`config.mk`:
```
export PLATFORM = sky130hd
export DESIGN_NAME = revelador_papeis
export DESIGN_NICKNAME = d
export VERILOG_FILES = /design/src/rtl/revelador_papeis.sv
export SDC_FILE = /design/constraint.sdc
export NUM_CORES = 1
export LEC_CHECK = 0
export ABC_AREA = 1
export CELL_PAD_IN_SITES_DETAIL_PLACEMENT = 1
export CELL_PAD_IN_SITES_GLOBAL_PLACEMENT = 1
export CORE_UTILIZATION = 44
export DETAILED_ROUTE_END_ITERATION = 10
export PLACE_DENSITY_LB_ADDON = 0.1
export SETUP_SLACK_MARGIN = 0.02
export SLEW_MARGIN = 5
export SYNTH_ARGS = -nofsm -noshare
export SYNTH_HDL_FRONTEND = slang
export SYNTH_SLANG_ARGS = --single-unit
```
`constraint.sdc`:
```
create_clock -name clock -period 4 [get_ports clock]
set_input_delay 0.8 -clock clock [delete_from_list [all_inputs] [get_ports clock]]
set_output_delay 0.8 -clock clock [all_outputs]
set_load 0.005 [all_outputs]
```
`src/rtl/revelador_papeis.sv`:
```
// Role reveal sequencer: walks the device through every player, letting each one
// privately view (or skip) their lobinho/aldeao role before passing it on.
module revelador_papeis #(
  parameter int N_JOGADORES  = 10,
  parameter int TEMPO_MOSTRA = 5000
) (
  input  logic       clock,
  input  logic       reset,
  input  logic       iniciar,
  input  logic       botao,
  input  logic       passa,
  input  logic [9:0] jogo_atual,
  output logic [3:0] jogador_atual,
  output logic       papel_visivel,
  output logic       papel,
  output logic       fim,
  output logic [3:0] db_estado
);

  typedef enum logic [3:0] {
    OCIOSO  = 4'd0,
    CARREGA = 4'd1,
    ESPERA  = 4'd2,
    MOSTRA  = 4'd3,
    ESCONDE = 4'd4,
    FIM     = 4'd5
  } estado_t;

  localparam int              TW        = (TEMPO_MOSTRA > 2) ? $clog2(TEMPO_MOSTRA) : 1;
  localparam logic [TW-1:0]   TIMER_MAX = TW'(TEMPO_MOSTRA - 1);
  localparam logic [3:0]      ULTIMO    = 4'(N_JOGADORES - 1);
  localparam logic [9:0]      MASCARA   = 10'((1 << N_JOGADORES) - 1);

  estado_t       estado_q, estado_d;
  logic [3:0]    jogador_q, jogador_d;
  logic          visivel_q, visivel_d;
  logic          papel_q, papel_d;
  logic          fim_q, fim_d;
  logic [9:0]    jogo_q, jogo_d;
  logic [TW-1:0] timer_q, timer_d;
  logic          via_passa_q, via_passa_d;
  logic          iniciar_prev_q, iniciar_prev_d;
  logic          botao_prev_q, botao_prev_d;
  logic          passa_prev_q, passa_prev_d;

  logic iniciar_pulso, botao_pulso, passa_pulso;

  assign iniciar_pulso = iniciar & ~iniciar_prev_q;
  assign botao_pulso   = botao   & ~botao_prev_q;
  assign passa_pulso   = passa   & ~passa_prev_q;

  always_comb begin
    // NOTE: every signal written here gets a default first so no path leaves it
    // unassigned, which would otherwise infer a latch.
    estado_d       = estado_q;
    jogador_d      = jogador_q;
    visivel_d      = visivel_q;
    papel_d        = papel_q;
    fim_d          = fim_q;
    jogo_d         = jogo_q;
    timer_d        = timer_q;
    via_passa_d    = via_passa_q;
    iniciar_prev_d = iniciar;
    botao_prev_d   = botao;
    passa_prev_d   = passa;

    case (estado_q)
      OCIOSO: begin
        if (iniciar_pulso) estado_d = CARREGA;
      end
      CARREGA: begin
        jogo_d    = jogo_atual & MASCARA;
        jogador_d = 4'd0;
        fim_d     = 1'b0;
        estado_d  = ESPERA;
      end
      ESPERA: begin
        // A pass edge beats a simultaneous reveal: the player skips viewing.
        if (passa_pulso) begin
          if (jogador_q == ULTIMO) begin
            estado_d = FIM;
            fim_d    = 1'b1;
          end else begin
            jogador_d = jogador_q + 4'd1;
          end
        end else if (botao_pulso) begin
          estado_d  = MOSTRA;
          timer_d   = '0;
          visivel_d = 1'b1;
          papel_d   = jogo_q[jogador_q];
        end
      end
      MOSTRA: begin
        timer_d = timer_q + 1'b1;
        if (passa_pulso || (timer_q == TIMER_MAX)) begin
          estado_d    = ESCONDE;
          via_passa_d = passa_pulso;
          visivel_d   = 1'b0;
          papel_d     = 1'b0;
        end
      end
      ESCONDE: begin
        visivel_d = 1'b0;
        papel_d   = 1'b0;
        estado_d  = ESPERA;
        // A timeout hides the role but keeps the same player holding the device.
        if (via_passa_q) begin
          if (jogador_q == ULTIMO) begin
            estado_d = FIM;
            fim_d    = 1'b1;
          end else begin
            jogador_d = jogador_q + 4'd1;
          end
        end
      end
      FIM: begin
        visivel_d = 1'b0;
        papel_d   = 1'b0;
        fim_d     = 1'b1;
        if (iniciar_pulso) estado_d = CARREGA;
      end
      default: estado_d = OCIOSO;
    endcase
  end

  // NOTE: sequential state uses non-blocking assignments so every flop samples
  // its _d value from the same pre-edge snapshot.
  always_ff @(posedge clock or posedge reset) begin
    if (reset) begin
      estado_q       <= OCIOSO;
      jogador_q      <= 4'd0;
      visivel_q      <= 1'b0;
      papel_q        <= 1'b0;
      fim_q          <= 1'b0;
      jogo_q         <= 10'd0;
      timer_q        <= '0;
      via_passa_q    <= 1'b0;
      iniciar_prev_q <= 1'b0;
      botao_prev_q   <= 1'b0;
      passa_prev_q   <= 1'b0;
    end else begin
      estado_q       <= estado_d;
      jogador_q      <= jogador_d;
      visivel_q      <= visivel_d;
      papel_q        <= papel_d;
      fim_q          <= fim_d;
      jogo_q         <= jogo_d;
      timer_q        <= timer_d;
      via_passa_q    <= via_passa_d;
      iniciar_prev_q <= iniciar_prev_d;
      botao_prev_q   <= botao_prev_d;
      passa_prev_q   <= passa_prev_d;
    end
  end

  assign jogador_atual = jogador_q;
  assign papel_visivel = visivel_q;
  assign papel         = papel_q;
  assign fim           = fim_q;
  assign db_estado     = estado_q;

endmodule

```
### Yosys cells after proc, flatten, opt, wreduce, memory -nomap -nowiden

Cells that the tools add are included.

| word-level totals | value |
|---|---|
| output and inout port bits | 11 |
| RAM bits | 0 |
| memories kept | 0 |
| ROM bits | 0 |
| latch bits | 0 |
| bits in registers | 38 |

| operators by class | value |
|---|---|
| add/subtract/negate cells | 2 |
| div/mod/pow operators | 0 |
| eq/ne operators | 15 |
| shift-type cells | 0 |
| order comparisons | 1 |
| bitwise logic cells | 6 |
| muxes and demuxes | 28 |
| reductions and logical operators | 14 |
| $mul | 0 |

Operator list:

| kind | count |
|---|---|
| 4-bit two-way mux | 8 |
| 13-bit two-way mux | 2 |
| 13-bit case mux with 2 select lines | 1 |
| 4-bit case mux with 5 select lines | 1 |
| 13-bit by 1-bit adder with 13-bit output, second input constant | 1 |
| 13-bit == test, second input constant | 1 |
| 4-bit case mux with 3 select lines | 1 |
| 2-bit inequality test, second input constant | 5 |
| 1-bit two-way mux | 9 |
| 3-bit AND reduction | 3 |
| 4-bit by 2-bit == test with 1-bit output, second input constant | 2 |
| 4-bit by 3-bit == test with 1-bit output, second input constant | 2 |
| 4-bit AND reduction | 2 |
| 3-bit two-way mux | 2 |
| 3-bit inequality test, second input constant | 2 |
| 1-bit case mux with 3 select lines | 2 |
| 3-bit nonzero test | 2 |
| 4-bit by 5-bit < comparator with 1-bit output, second input constant | 1 |
| 4-bit by 1-bit adder with 4-bit output, second input constant | 1 |
| 1-bit binary-select mux with 4-bit select | 1 |
| 4-bit by 1-bit == test with 1-bit output, second input constant | 1 |
| 4-bit == test, second input constant | 1 |
| 4-bit logical NOT | 1 |
| 1-bit case mux with 4 select lines | 1 |
| 8 further kinds | 13 |

### Depth between registers and ports, before layout

Gate-level depths: netlist of run 1.

| depth | value |
|---|---|
| word-level depth | 5 |
| depth in mapped cells | 10 |
| mapped depth without buffers | 9 |

### Worst setup path before layout of run 1

No wires, ideal clock.

| timing path | value |
|---|---|
| kind | input -> register |
| from | input passa |
| to | register jogador_q[2] (netlist: jogador_atual[2]) |
| cell stages on the path | 9 |
| path buffers | 0 |
| setup time | 0.118 ns |
| arrival time | 1.564 ns |
| setup slack | 2.318 ns |
| cell sequence | inv_1 > nor2_2 > inv_1 > nand2_4 > nand2_4 > nor2_8 > nand2_4 > nand2_1 > o21ai_2 |

| on the way | value |
|---|---|
| longest elaborated chain between the ends | 3 |

Ends and longest elaborated chain:

| item | RTL line | RTL |
|---|---|---|
| start: declaration | 11 | `input logic passa,` |
| 1-bit bitwise AND | 50 | `assign passa_pulso = passa & ~passa_prev_q;` |
| 2-bit inequality test (no source line) | -- |  |
| 3-bit AND reduction (no source line) | -- |  |
| end signal: assignment | 143 | `jogador_q <= jogador_d;` |
| end: declaration | 35 | `logic [3:0] jogador_q, jogador_d;` |

Every way passes these cells.
A chain may end at the register's enable or synchronous reset.

### Worst setup path in the final report of run 1

| timing path | value |
|---|---|
| from | register estado_q[0] (netlist: db_estado[0]) |
| to | output db_estado[0] |

RTL lines:

| item | RTL line | RTL |
|---|---|---|
| start: declaration | 34 | `estado_t estado_q, estado_d;` |
| start signal: assignment | 142 | `estado_q <= estado_d;` |
| end: declaration | 17 | `output logic [3:0] db_estado` |

No word-level cell between the ends.

==> results of run 1 <==
## cell type report
class	count	share of cell area (%)
timing repair buffer	25	9.64
clock inverter	1	0.195
sequential	37	36.0
multi-input combinational	198	41.1
clock buffer	7	3.75
tap	67	3.26
inverter	40	6.04
## final timing paths
path / end / cells after the start / slack [ps]
min in group asynchronous: timer_q[11] / 3 / 950
hold / removal: jogo_q[8] / 2 / 490
hold reg to reg: jogo_q[8] / 2 / 490
setup / recovery: db_estado[0] / 1 / 1610
setup reg to reg: papel_visivel / 8 / 2230
max in group asynchronous: db_estado[1] / 3 / 2710
## stage by stage
| step | setup WS [ps] | hold slack (ps) | cells | utilization (%) |
|---|---|---|---|---|
| 2_1_floorplan | 2320 | 449 | 280 | - |
| 3_3_place_gp | 1760 | 461 | 367 | 52.2 |
| 3_5_place_dp | 1690 | 473 | 367 | 52.2 |
| 4_1_cts | 1600 | 494 | 375 | 54.4 |
| 5_1_grt | 1540 | 521 | 375 | 54.4 |
| 6_report | 1610 | 488 | 375 | 54.4 |
## worst register-to-register path, cell delays in order, from the launching register on
cell                      delay, ps
sky130_fd_sc_hd__dfrtp_1        500
sky130_fd_sc_hd__ha_1           320
sky130_fd_sc_hd__nand2_1        150
sky130_fd_sc_hd__nor3_1         160
sky130_fd_sc_hd__nand3_1        170
sky130_fd_sc_hd__nand2_2        150
sky130_fd_sc_hd__nand2_1        100
sky130_fd_sc_hd__nand2_1         70
sky130_fd_sc_hd__nand2_1         50
## registers in the layout, indices dropped and copies added, names as in the netlist
register and count:
timer_q 13, jogo_q 10, jogador_atual 4, db_estado 3, botao_prev_q 1, fim 1, iniciar_prev_q 1, papel 1
papel_visivel 1, passa_prev_q 1, via_passa_q 1
## metal layers
metal,GRT usage (%),up-vias
met5,0,-
met4,6.75,0
met3,4.44,6
met2,38.5,19
met1,30.4,900
li1,-,948
## cells by family after synthesis
| group | count (synthesis) | synth area share (%) |
|---|---|---|
| simple gates | 156 | 35.2 |
| flops | 37 | 42.7 |
| buf+inv | 45 | 8.71 |
| xor+xnor | 4 | 1.61 |
| compound gates | 34 | 9.86 |
| fa+ha+maj | 3 | 1.73 |
| other cells | 1 | 0.173 |
## report_power, final
| part | total [uW] | switching [uW] | internal (uW) |
|---|---|---|---|
| clock | 295 | 139 | 156 |
| sequential | 589 | 115 | 474 |
| combinational | 749 | 460 | 289 |
| total | 1630 | 714 | 919 |
## synth_stat cells, types with 2 or more instances
library cell | number | area share, %
sky130_fd_sc_hd__o21ai_0 | 13 | 3.0
sky130_fd_sc_hd__ha_1 | 3 | 1.7
sky130_fd_sc_hd__nor2_1 | 15 | 2.6
sky130_fd_sc_hd__xor2_1 | 4 | 1.6
sky130_fd_sc_hd__nand2_1 | 76 | 13
sky130_fd_sc_hd__o21ai_4 | 2 | 1.5
sky130_fd_sc_hd__nand4_1 | 5 | 1.4
sky130_fd_sc_hd__o21ai_2 | 3 | 1.2
sky130_fd_sc_hd__a21oi_1 | 4 | 0.92
sky130_fd_sc_hd__inv_1 | 33 | 5.7
sky130_fd_sc_hd__dfrtp_1 | 37 | 43
sky130_fd_sc_hd__nand2_4 | 5 | 2.6
sky130_fd_sc_hd__nor2_4 | 3 | 1.6
sky130_fd_sc_hd__nand3_1 | 32 | 7.4
sky130_fd_sc_hd__nand2_2 | 7 | 2.0
sky130_fd_sc_hd__nor2_2 | 3 | 0.87
sky130_fd_sc_hd__inv_2 | 5 | 0.87
sky130_fd_sc_hd__buf_2 | 3 | 0.69
sky130_fd_sc_hd__inv_4 | 2 | 0.58
sky130_fd_sc_hd__nor3_1 | 7 | 1.6
sky130_fd_sc_hd__o21ai_1 | 8 | 1.8
==> results.md, run 1 <==
- Maximum level of the CTS H-tree: 2
- Transition at the pin with the smallest max-transition slack: 552 ps
- Type of the worst setup path: reg2out
- CP peak stage delay: 690 ps
- Count of final setup violators: 0
- Sum of negative setup slack: 0 ps
- Period minus WS final: 2390 ps
- Met2 routed wirelength: 2580 um
- Sequential-to-total area share from yosys stat: 42.7%
- Pre-Repair DR Iteration Count: 4
- TritonCTS buffer count: 5
- Register area: 926 um2
- Number of antenna violations at the first check in global routing: 0
- Tightest Hold Check Type: reg2reg
- Starting utilization of the core area: 45.9%
- DRC violation count after routing: 0
- Routed Antenna Nets: 0
- Overall Global Routing Usage: 23.1%
- Final count of pins violating max slew: 0
- I/O pin cnt: 26
- Fraction of layout cells with a size suffix above 1: 13.6%
- Top_reg_cell synth: sky130_fd_sc_hd__dfrtp_1
- Grt ovf: 0
- Die Y-Extent: 72.2 um
- Total via count in the routed design: 1,873
- Clk buf depth: 2
- Met3 routed wirelength: 113 um
- Sink count of the clock tree: 37
- Cell leakage power: 0.00123 uW
- Hold Buf Count CTS: 0
- Hpwl dp: 3910 um
- Total power consumption of the routed design: 1630 uW
- Area enclosed by the die boundary: 5220 um2
- Status: completed
- Most common library cell in the layout ignoring fill and taps: sky130_fd_sc_hd__nand2_1
- Startpoint of the worst register-to-register path: timer_q[0]
- Leading cell types in the layout, fill and taps excluded: sky130_fd_sc_hd__nand2_1 (76), sky130_fd_sc_hd__dfrtp_1 (37), sky130_fd_sc_hd__inv_1 (33), sky130_fd_sc_hd__nand3_1 (32), sky130_fd_sc_hd__clkdlybuf4s50_1 (24)
- Wire length of the first global-routing pass: 9340 um
- CP max-delay cell: sky130_fd_sc_hd__dfrtp_1
- Top delay family on crit path: flip-flops
- Number of global-route vias before repair: 1,980
- Unrepaired setup endpoints after global routing: no
- Met1 wire length: 2460 um
- Maximum number of pins on one net before global-route repair: 38
- Cell area after synthesis: 2170 um2
- Req. time, crit path: 3200 ps
- Number of different library cells in the post-synthesis netlist: 31
- CTS tree: built
- Placer congestion estimate: 0.883
- Diode insertion count for antenna repair: 0
- Max VDD drop: 0.425 mV
- Detail-routed net length per standard cell: 13.9 um
- Post-route clock skew: 11.1 ps
- # resized after CTS: 0
- Fmax: 419 MHz
- Yosys warns: 0
- Net count after synthesis: 298
- Cell area after layout: 2570 um2
- Cell area power density: 636 nW/um2
- Number of buffer and inverter stages on the critical path: 1
- Detailed-route wire length: 5230 um
- Fin nets: 325
- Rel. slew slack: 63.2%
- Area of the core: 4720 um2
- Layout fillers: 599
- FFs w/ async S/R, synth: 100%
- Number of enable-type register cells in the synthesized netlist: 0
- Layout area overhead: 18.4%
- Port Buffers: 24
- CP startpoint kind: register
- Highest routed metal layer: met4
- Post-CTS setup buffer count: 0
- Critical path cell sequence: clkdlybuf4s50_1
- Count of max-cap constraint violations: 0
- CTS clock-pin slew for the worst setup and hold paths: 70 ps
- Drt first-iter violations: 102
- Rows: 25
- Highest fanout seen on the critical path: 9
- Period Utilization, post-route: 59.7%
- Hold Crit Start: jogo_q[8]
- Die Wd: 72.2 um
- Kind of end point of the critical path: primary output
- Avg Cell Area, Syn: 7.75 um2
- Launch point of the critical path: db_estado[0]
- Area of combinational cells with multiple inputs: 1050 um2
- Vias per cell: 4.99
- Placed Instance Area: 2470 um2
- Buffer cell driving the clock tree root: sky130_fd_sc_hd__clkbuf_8
- CP arrival: 1590 ps
- Worst-skew pair later-pin latency: 300 ps
- Number of synthesized register bits: 37
- Cells after synthesis: 280
- Number of hold violations in the final report: 0
(Power assumes the default switching activity.)
==> run 2: changes to the inputs <==
--- a/config.mk
+++ b/config.mk
@@ -8,7 +8,7 @@
 export ABC_AREA = 1
 export CELL_PAD_IN_SITES_DETAIL_PLACEMENT = 1
 export CELL_PAD_IN_SITES_GLOBAL_PLACEMENT = 1
-export CORE_UTILIZATION = 44
+export CORE_UTILIZATION = 41
 export DETAILED_ROUTE_END_ITERATION = 10
 export PLACE_DENSITY_LB_ADDON = 0.1
 export SETUP_SLACK_MARGIN = 0.02
==> constraint.sdc (replaced) <==
create_clock -name clock -period 2.4 [get_ports clock]
set_input_delay 0.48 -clock clock [delete_from_list [all_inputs] [get_ports clock]]
set_output_delay 0.48 -clock clock [all_outputs]
set_load 0.005 [all_outputs]
==> run 2 against run 1 <==
Total power increased by 70%. Clock skew is essentially flat. Wire length is 4.3% lower. Combinational power rose by 64%. Clock power grew 91%. Largest power group unchanged. Register-to-register slack worse by 1500 ps.
==> results.md, run 2 (synthesis gave the netlist of run 1 again) <==
- Status: completed
- Overall Global Routing Usage: 20.7% (-2.4 points)
- Drt first-iter violations: 66 (-35%)
- Sum of negative setup slack: 0 ps (unchanged)
- Top delay family on crit path: flip-flops
- Final standard cell utilization of the core: 50.6% (-3.7 points)
- Die Wd: 74.7 um (+3.5%)
- Worst-skew pair later-pin latency: 300 ps (about the same)
- Post-CTS setup buffer count: 0 (unchanged)
- Kind of end point of the critical path: primary output
- Period minus WS final: 2060 ps
- Most flop-heavy register: timer_q
- Fmax: 485 MHz
- Met3 capacity usage during global routing: 4.02% (-0.43 points)
- Grt ovf: 0 (unchanged)
- TritonCTS buffer count: 5 (unchanged)
- Number of buffer and inverter stages on the critical path: 1 (unchanged)
- Area enclosed by the die boundary: 5590 um2 (+7.1%)
- Fraction of layout cells with a size suffix above 1: 13.6% (unchanged)
- Final worst setup slack: 340 ps (-1270 ps)
- Count of max-cap constraint violations: 0 (unchanged)
- GR Layer Usage met1: 27.7% (-2.8 points)
- Maximum level of the CTS H-tree: 2 (unchanged)
- Period Utilization, post-route: 85.8%
- Unrepaired setup endpoints after global routing: no
- Leading cell types in the layout, fill and taps excluded: sky130_fd_sc_hd__nand2_1 (76), sky130_fd_sc_hd__dfrtp_1 (37), sky130_fd_sc_hd__inv_1 (33), sky130_fd_sc_hd__nand3_1 (32), sky130_fd_sc_hd__clkdlybuf4s50_1 (24)
- Vias per cell: 4.89 (-2.1%)
- Hold Buf Count CTS: 0 (unchanged)
- Layout fillers: 658 (+9.8%)
- Total via count in the routed design: 1,849 (-1.3%)
- Number of antenna violations at the first check in global routing: 0 (unchanged)
- Diode insertion count for antenna repair: 0 (unchanged)
- Critical path cell sequence: clkdlybuf4s50_1
- Die Y-Extent: 74.7 um (+3.5%)
- Buffer cell driving the clock tree root: sky130_fd_sc_hd__clkbuf_8
- Max reg flops: 13 (unchanged)
- Highest fanout seen on the critical path: 9 (unchanged)
- # resized after CTS: 0 (unchanged)
- Type of the worst setup path: reg2out
- Starting utilization of the core area: 42.5% (-3.5 points)
- CP max-delay cell: sky130_fd_sc_hd__dfrtp_1
- Fin nets: 325 (unchanged)
- Final count of pins violating max slew: 0 (unchanged)
- Layout area overhead: 19.2%
- Detail-routed net length per standard cell: 13.2 um (-5.1%)
- Worst setup slack before clock tree synthesis: 436 ps (-1250 ps)
- Met2 routing resource usage after global routing: 33.3% (-5.2 points)
- CTS clock-pin slew for the worst setup and hold paths: 80 ps (about the same)
- Hpwl dp: 3670 um (-6.0%)
- Pre-Repair DR Iteration Count: 4 (unchanged)
- Count of final setup violators: 0 (unchanged)
- Area of the core: 5110 um2 (+8.1%)
- Rows: 26 (+4.0%)
- Port Buffers: 24 (unchanged)
- Detailed-route wire length: 5000 um (-4.3%)
- Cell leakage power: 0.00123 uW (about the same)
- Number of hold violations in the final report: 0 (unchanged)
- Peak-usage layer in the global routing report: met2
- Post-route clock skew: 11.3 ps (+0.251 ps)
- Most common library cell in the layout ignoring fill and taps: sky130_fd_sc_hd__nand2_1
- DRC violation count after routing: 0 (unchanged)
- CP startpoint kind: register
- Req. time, crit path: 1920 ps (-1280 ps)
- Clk buf depth: 2 (unchanged)
- Sink count of the clock tree: 37 (unchanged)
- Wire length of the first global-routing pass: 8650 um (-7.3%)
- CP arrival: 1580 ps (about the same)
- Max VDD drop: 0.760 mV (+79%)
- CP peak stage delay: 680 ps (about the same)
- Transition at the pin with the smallest max-transition slack: 534 ps (-17.8 ps)
- Placer congestion estimate: 0.820 (-7.1%)
- CTS tree: built
- Routed Antenna Nets: 0 (unchanged)
- I/O pin cnt: 26 (unchanged)
- Maximum number of pins on one net before global-route repair: 38 (unchanged)
- Rel. slew slack: 64.4% (+1.2 points)
- Number of global-route vias before repair: 1,833 (-7.4%)
- Tightest Hold Check Type: reg2reg
- Cell area power density: 1070 nW/um2 (+69%)
-- run 2: changes by cell type in the layout (fill, tap and decap cells not counted) --
cell and change:
sky130_fd_sc_hd__bufinv_16 +1, sky130_fd_sc_hd__clkbuf_8 -2, sky130_fd_sc_hd__clkinv_2 -1, sky130_fd_sc_hd__clkinvlp_4 +1, sky130_fd_sc_hd__clkinv_4 +1
-- run 2: report_power, final --
part | total (uW) | switching, uW | internal, uW | leakage, uW
Sequential | 979 | 188 | 790 | 0.000480
Clock | 563 | 251 | 311 | 0.0000543
Combinational | 1230 | 753 | 481 | 0.000700
Total | 2780 | 1190 | 1580 | 0.00123
-- run 2: through the flow --
step | hold WS, ps | power (uW) | instances | cell area [um2]
after detailed placement | 466 | 2250 | 370 | 2470
final | 489 | 2780 | 378 | 2590
after global placement | 464 | 2220 | 370 | 2470
after global routing | 516 | 3010 | 378 | 2590
after CTS | 497 | 2820 | 378 | 2590
after floorplan | 449 | 1900 | 280 | 2170
-- run 2: metal layers --
layer | share of wire [%] | wire (um)
met5 | 0 | 0
met4 | 1.6 | 78
met3 | 2.4 | 121
met2 | 48 | 2380
met1 | 48 | 2420
-- run 2: layout make-up --
cell class	instances	area [um2]	share of cell area, %
clock buffer	5	68.8	2.66
timing repair buffer	25	248	9.58
clock inverter	3	46.3	1.79
sequential	37	926	35.8
tap	70	87.6	3.39
inverter	40	155	6.00
multi-input combinational	198	1050	40.8
-- run 2: worst paths after layout --
path	start	end	slack, ps	cells after the start
worst max register to register	jogador_atual[0]	db_estado[0]	720	8
worst min-delay path	jogo_q[8]	jogo_q[8]	490	2
min in group asynchronous	reset	timer_q[10]	590	3
worst max-delay path	db_estado[0]	db_estado[0]	340	1
max in group asynchronous	reset	db_estado[0]	1470	3
worst min register to register	jogo_q[8]	jogo_q[8]	490	2
